`src/rtl/dcache_axi_read_arbiter.sv`:
```
// Round-robin arbiter sharing one AXI read channel (AR + R) among REQ_NUM refill masters.
// Optional DCACHE_ARB_CHECK_EN adds per-requester beat counters and a sticky err output.
module dcache_axi_read_arbiter #(
  parameter int REQ_NUM = 3,
  parameter int ADDR_W  = 32,
  parameter int DATA_W  = 64,
  parameter int IDX_W   = $clog2(REQ_NUM)
) (
  input  logic                      clk,
  input  logic                      rst,
  input  logic [REQ_NUM-1:0]        req_arvalid,
  output logic [REQ_NUM-1:0]        req_arready,
  input  logic [REQ_NUM*ADDR_W-1:0] req_araddr,
  input  logic [REQ_NUM*8-1:0]      req_arlen,
  output logic [REQ_NUM-1:0]        req_rvalid,
  output logic [DATA_W-1:0]         req_rdata,
  output logic                      req_rlast,
  output logic                      m_arvalid,
  input  logic                      m_arready,
  output logic [ADDR_W-1:0]         m_araddr,
  output logic [7:0]                m_arlen,
  output logic [IDX_W-1:0]          m_arid,
  input  logic                      m_rvalid,
  output logic                      m_rready,
  input  logic [DATA_W-1:0]         m_rdata,
  input  logic [IDX_W-1:0]          m_rid,
  input  logic                      m_rlast,
  output logic [REQ_NUM-1:0]        pending,
`ifdef DCACHE_ARB_CHECK_EN
  output logic                      err,
`endif
  output logic                      dbg_slot_full,
  output logic [IDX_W-1:0]          dbg_rr
);

  // Handshake: a transfer happens on a clock edge where valid and ready are both high;
  // valid never waits on ready, and the payload is held stable while valid && !ready.

  typedef enum logic {SLOT_EMPTY = 1'b0, SLOT_FULL = 1'b1} slot_state_e;

  slot_state_e          slot_state;
  logic [IDX_W-1:0]     rr;
  logic [REQ_NUM-1:0]   elig;
  logic [REQ_NUM-1:0]   grant;
  logic [REQ_NUM-1:0]   rlast_clr;
  logic [IDX_W-1:0]     winner;
  logic                 found;
  logic [IDX_W-1:0]     rr_next;

  assign elig          = req_arvalid & ~pending;
  assign m_arvalid     = (slot_state == SLOT_FULL);
  assign dbg_slot_full = (slot_state == SLOT_FULL);
  assign dbg_rr        = rr;
  assign req_arready   = grant;
  assign m_rready      = 1'b1;
  assign req_rdata     = m_rdata;
  assign req_rlast     = m_rlast;

  // Scan rr, rr+1, ... with explicit modulo so non-power-of-two REQ_NUM wraps correctly.
  always_comb begin
    int idx;
    found  = 1'b0;
    winner = '0;
    idx    = 0;
    for (int k = 0; k < REQ_NUM; k++) begin
      idx = int'(rr) + k;
      if (idx >= REQ_NUM) idx = idx - REQ_NUM;
      if (!found && elig[idx]) begin
        found  = 1'b1;
        winner = IDX_W'(idx);
      end
    end
    if (slot_state == SLOT_FULL) found = 1'b0;
    grant = '0;
    if (found) grant[winner] = 1'b1;
  end

  assign rr_next = (winner == IDX_W'(REQ_NUM - 1)) ? '0 : winner + IDX_W'(1);

  always_comb begin
    for (int i = 0; i < REQ_NUM; i++) begin
      req_rvalid[i] = m_rvalid & (m_rid == IDX_W'(i)) & pending[i];
      rlast_clr[i]  = m_rvalid & m_rlast & (m_rid == IDX_W'(i));
    end
  end

  always_ff @(posedge clk or negedge rst) begin
    if (!rst) begin
      slot_state <= SLOT_EMPTY;
      m_araddr   <= '0;
      m_arlen    <= '0;
      m_arid     <= '0;
      rr         <= '0;
      pending    <= '0;
    end else begin
      case (slot_state)
        SLOT_EMPTY: if (found) begin
          slot_state <= SLOT_FULL;
          m_araddr   <= req_araddr[winner*ADDR_W +: ADDR_W];
          m_arlen    <= req_arlen[winner*8 +: 8];
          m_arid     <= winner;
          rr         <= rr_next;
        end
        SLOT_FULL: if (m_arready) slot_state <= SLOT_EMPTY;
        default: slot_state <= SLOT_EMPTY;
      endcase
      // A grant never targets a pending requester, so set and clear cannot collide.
      pending <= (pending & ~rlast_clr) | grant;
    end
  end

`ifdef DCACHE_ARB_CHECK_EN
  logic [7:0] beat_cnt [REQ_NUM];

  always_ff @(posedge clk or negedge rst) begin
    if (!rst) begin
      err <= 1'b0;
      for (int i = 0; i < REQ_NUM; i++) beat_cnt[i] <= '0;
    end else begin
      for (int i = 0; i < REQ_NUM; i++) begin
        if (grant[i]) begin
          beat_cnt[i] <= req_arlen[i*8 +: 8];
        end else if (req_rvalid[i]) begin
          if (m_rlast && beat_cnt[i] != 8'd0) begin
            err <= 1'b1;
            $error("dcache_axi_read_arbiter: early rlast for requester %0d", i);
          end else if (!m_rlast && beat_cnt[i] == 8'd0) begin
            err <= 1'b1;
            $error("dcache_axi_read_arbiter: missing rlast for requester %0d", i);
          end else if (!m_rlast) begin
            beat_cnt[i] <= beat_cnt[i] - 8'd1;
          end
        end
      end
      if (m_rvalid && req_rvalid == '0) begin
        err <= 1'b1;
        $error("dcache_axi_read_arbiter: unmatched R beat id %0d", m_rid);
      end
    end
  end
`endif

endmodule
```
`config.mk`:
```
export PLATFORM = sky130hd
export DESIGN_NAME = dcache_axi_read_arbiter
export DESIGN_NICKNAME = d
export VERILOG_FILES = /design/src/rtl/dcache_axi_read_arbiter.sv
export SDC_FILE = /design/constraint.sdc
export NUM_CORES = 1
export LEC_CHECK = 0
export ABC_AREA = 1
export BUFFER_PORTS_ARGS = -buffer_cell sky130_fd_sc_hd__buf_2
export CORE_AREA = 2 2 121 123
export DETAILED_ROUTE_END_ITERATION = 8
export DIE_AREA = 0 0 123 125
export SYNTH_ARGS = -nofsm -noshare
export SYNTH_HDL_FRONTEND = slang
export SYNTH_SLANG_ARGS = --single-unit
```
`constraint.sdc`:
```
create_clock -name clk -period 6.4 [get_ports clk]
set_clock_uncertainty 0.1 [all_clocks]
set_input_delay 0.64 -clock clk [delete_from_list [all_inputs] [get_ports clk]]
set_output_delay 0.64 -clock clk [all_outputs]
set_load 0.01 [all_outputs]
```
==> qor.txt <==
CTS sink cnt - 48
Startpoint type of the worst setup path - flop
CP required - 5.66 ns
Power Dens Cells - 522.7 mW/mm^2
First-pass GRT wire length - 16.39 mm
Tmin final - 4.025 ns
Area growth from synthesis to layout - 18.60%
Worst rel slew slack - 0.3499
Number of fill cells - 1576
Pin count of the biggest net entering global routing - 49
Slew Viols, Final - 0
Crit Path Max Fanout - 46
TritonCTS clock tree - yes
Die Ht - 125 um
Maximum capacitance violations - 0
CP Buf/Inv Count - 4
Final net count - 829
Post-synth ARST share - 1.000
Hold Buf Count CTS - 0
FF+latch count, synth - 48
# IOs - 315
Ys Warns - 0
Fmax - 248.5 MHz
DRC - 0
Worst reg2reg path depth - 9
Initial antenna violation count - 0
Layout cell share with drive strength beyond 1 - 0.3318
Grt ovf - 0
Die X - 123 um
Final Cycle Share - 0.6288
Cell area after synthesis - 0.003652 mm^2
Hold Crit Class - primary input to asynchronous set/reset pin
Core area - 0.01420 mm^2
HPWL Detailed - 7.762 mm
Synth top area share - 0.3289
CTS Root Cell - clkbuf_16
Area contributors post-synth - dfrtp_1, nand2_1, buf_4
Seq/Total Area, Yosys - 0.3289
Top Family by Delay on Critical Path - simple AND/OR/NAND/NOR gates
Mapped Cells - 527
Pre-antenna DRT Iters - 4
Routability congestion estimate - 0.8185
Power after layout - 2.264 mW
CTS buffer count - 5
Longest Clk Path Bufs - 2
Antenna fix cells - 0
Die Area - 0.01538 mm^2
Total nets after synthesis - 724
Clk slew on worst S/H paths - 0.07 ns
VDD IR max - 0.2074 mV
ANT nets after route - 0
Worst-Skew Late Latency - 0.29 ns
Critical Path AT - 3.28 ns
Unique masters post-synth - 29
Setup TNS Final - 0 ns
Setup Fix Bufs, Post-CTS - 0
Total leakage power - 2.544 nW
CP max-delay cell - nor2_4
Port Buffer Count - 185
CP cell instances - inv_1, ha_1, inv_2, nand2_1, nor2_1, a21oi_4, nand3b_2, nand2_4, nor2_4, inv_1, nor2_1, buf_2
Slew @ Worst Pin - 0.9717 ns
Syn_area_per_cell - 6.930 um^2
All-Layer GR Usage - 0.1345
Vias - 3501
Site Rows - 44
Initial DRC Count - 146
WS Path Type - flop to output port
Stages on worst setup path - 12
Largest area contributor in the netlist - dfrtp_1
Dominant synthesized flop cell - dfrtp_1
Final wirelength - 10.43 mm
Average routed wire per standard cell - 12.76 um
H-tree levels - 2
EDFF count, synth - 0
Vias in the first global route - 3397
Setup violators final - 0
RSZ-0062 raised after global routing - false
Outcome - finished clean
Starting Density - 0.2571
Hold violation total from the final report - 0
Crit path largest cell delay - 0.79 ns
Vias per Instance - 4.285
CP Capture Type - output port
Post-cts sizing count - 0
-- layer usage --
layer	GRT usage	share of wire	vias to the layer above
met3	0.04106	0.077	28
met5	0	0	-
met2	0.2207	0.46	140
met4	0.05749	0.029	0
li1	-	-	1773
met1	0.1614	0.43	1560
-- report_power, final --
group / internal [mW] / switching (mW) / total (mW)
Combinational: 0.487 / 0.949 / 1.44
Sequential: 0.471 / 0.0839 / 0.555
Clock: 0.156 / 0.117 / 0.273
-- registers in the layout, summed over array words and instances (netlist names) --
register       cells
m_arid             2
m_araddr          32
pending            3
dbg_rr             2
dbg_slot_full      1
m_arlen            8
-- cell families after synthesis --
logic type | synth area share
adder cells (fa/ha/maj) | 0.01028
flip-flops | 0.3289
AND/OR/NAND/NOR | 0.3118
buffers and inverters | 0.2621
AO/OA/AOI/OAI | 0.08599
other | 0.001027
-- final timing paths --
kind                                    startpoint                  endpoint  slack, ns
min                                            rst   m_araddr[1]$_DFFE_PN0P_       0.36
min reg2reg                m_araddr[0]$_DFFE_PN0P_   m_araddr[0]$_DFFE_PN0P_       0.40
max reg2reg                  dbg_rr[1]$_DFFE_PN0P_    m_arlen[5]$_DFFE_PN0P_       3.11
min in group clk           m_araddr[0]$_DFFE_PN0P_   m_araddr[0]$_DFFE_PN0P_       0.40
max in group asynchronous                      rst  m_araddr[11]$_DFFE_PN0P_       5.39
max                          dbg_rr[0]$_DFFE_PN0P_            req_arready[0]       2.38
-- stage by stage --
stage / util / hold slack, ns / cell area (um^2) / setup WS, ns / std cells
after floorplan: - / 0.2444 / 3652 / 3.786 / 527
after global placement: 0.2944 / 0.3780 / 4182 / 2.720 / 809
after detailed placement: 0.2944 / 0.3798 / 4182 / 2.698 / 809
after CTS: 0.3050 / 0.3891 / 4332 / 2.367 / 817
after global routing: 0.3050 / 0.4166 / 4332 / 1.993 / 817
final: 0.3050 / 0.3593 / 4332 / 2.375 / 817
-- layout by cell type (no fill, tap or decap) --
master      instances
a21oi_4             1
nand3b_2            1
ha_1                3
clkinvlp_4          1
o21ai_1             1
clkbuf_8            1
a21oi_1             1
a21oi_2             1
dfrtp_1            48
o22ai_1             1
o21ai_0             8
nor3_1              5
inv_1              79
inv_2               5
clkbuf_1            1
o211ai_1           31
nand2_1           178
buf_2             185
nor2_1              5
nand4_1            13
nor2_4              1
nand3_2             1
clkbuf_16           5
conb_1              1
nand3_1            36
nor2_2              1
and2_0              2
and2_1             10
buf_4               2
nand2_4             1
nand4_4             1
nand2_2             3
-- synthesized netlist by cell type (2+ instances only) --
cell / instances
o211ai_1: 31
inv_1: 79
buf_2: 12
and2_0: 2
inv_2: 5
nand4_1: 13
nand2_1: 178
o21ai_0: 8
ha_1: 3
nand2_2: 3
and2_1: 10
nor3_1: 5
nand3_1: 36
dfrtp_1: 48
nor2_1: 5
buf_4: 76
-- final cells by class --
| class | count | area (um^2) | area share |
|---|---|---|---|
| Multi-Input combinational cell | 306 | 1494 | 0.3449 |
| Clock buffer | 7 | 142.6 | 0.03293 |
| Tap cell | 184 | 230.2 | 0.05315 |
| Timing Repair Buffer | 187 | 940.9 | 0.2172 |
| Clock inverter | 1 | 7.507 | 0.001733 |
| Inverter | 84 | 315.3 | 0.07279 |
| Sequential cell | 48 | 1201 | 0.2773 |
(Power assumes the default switching activity.)
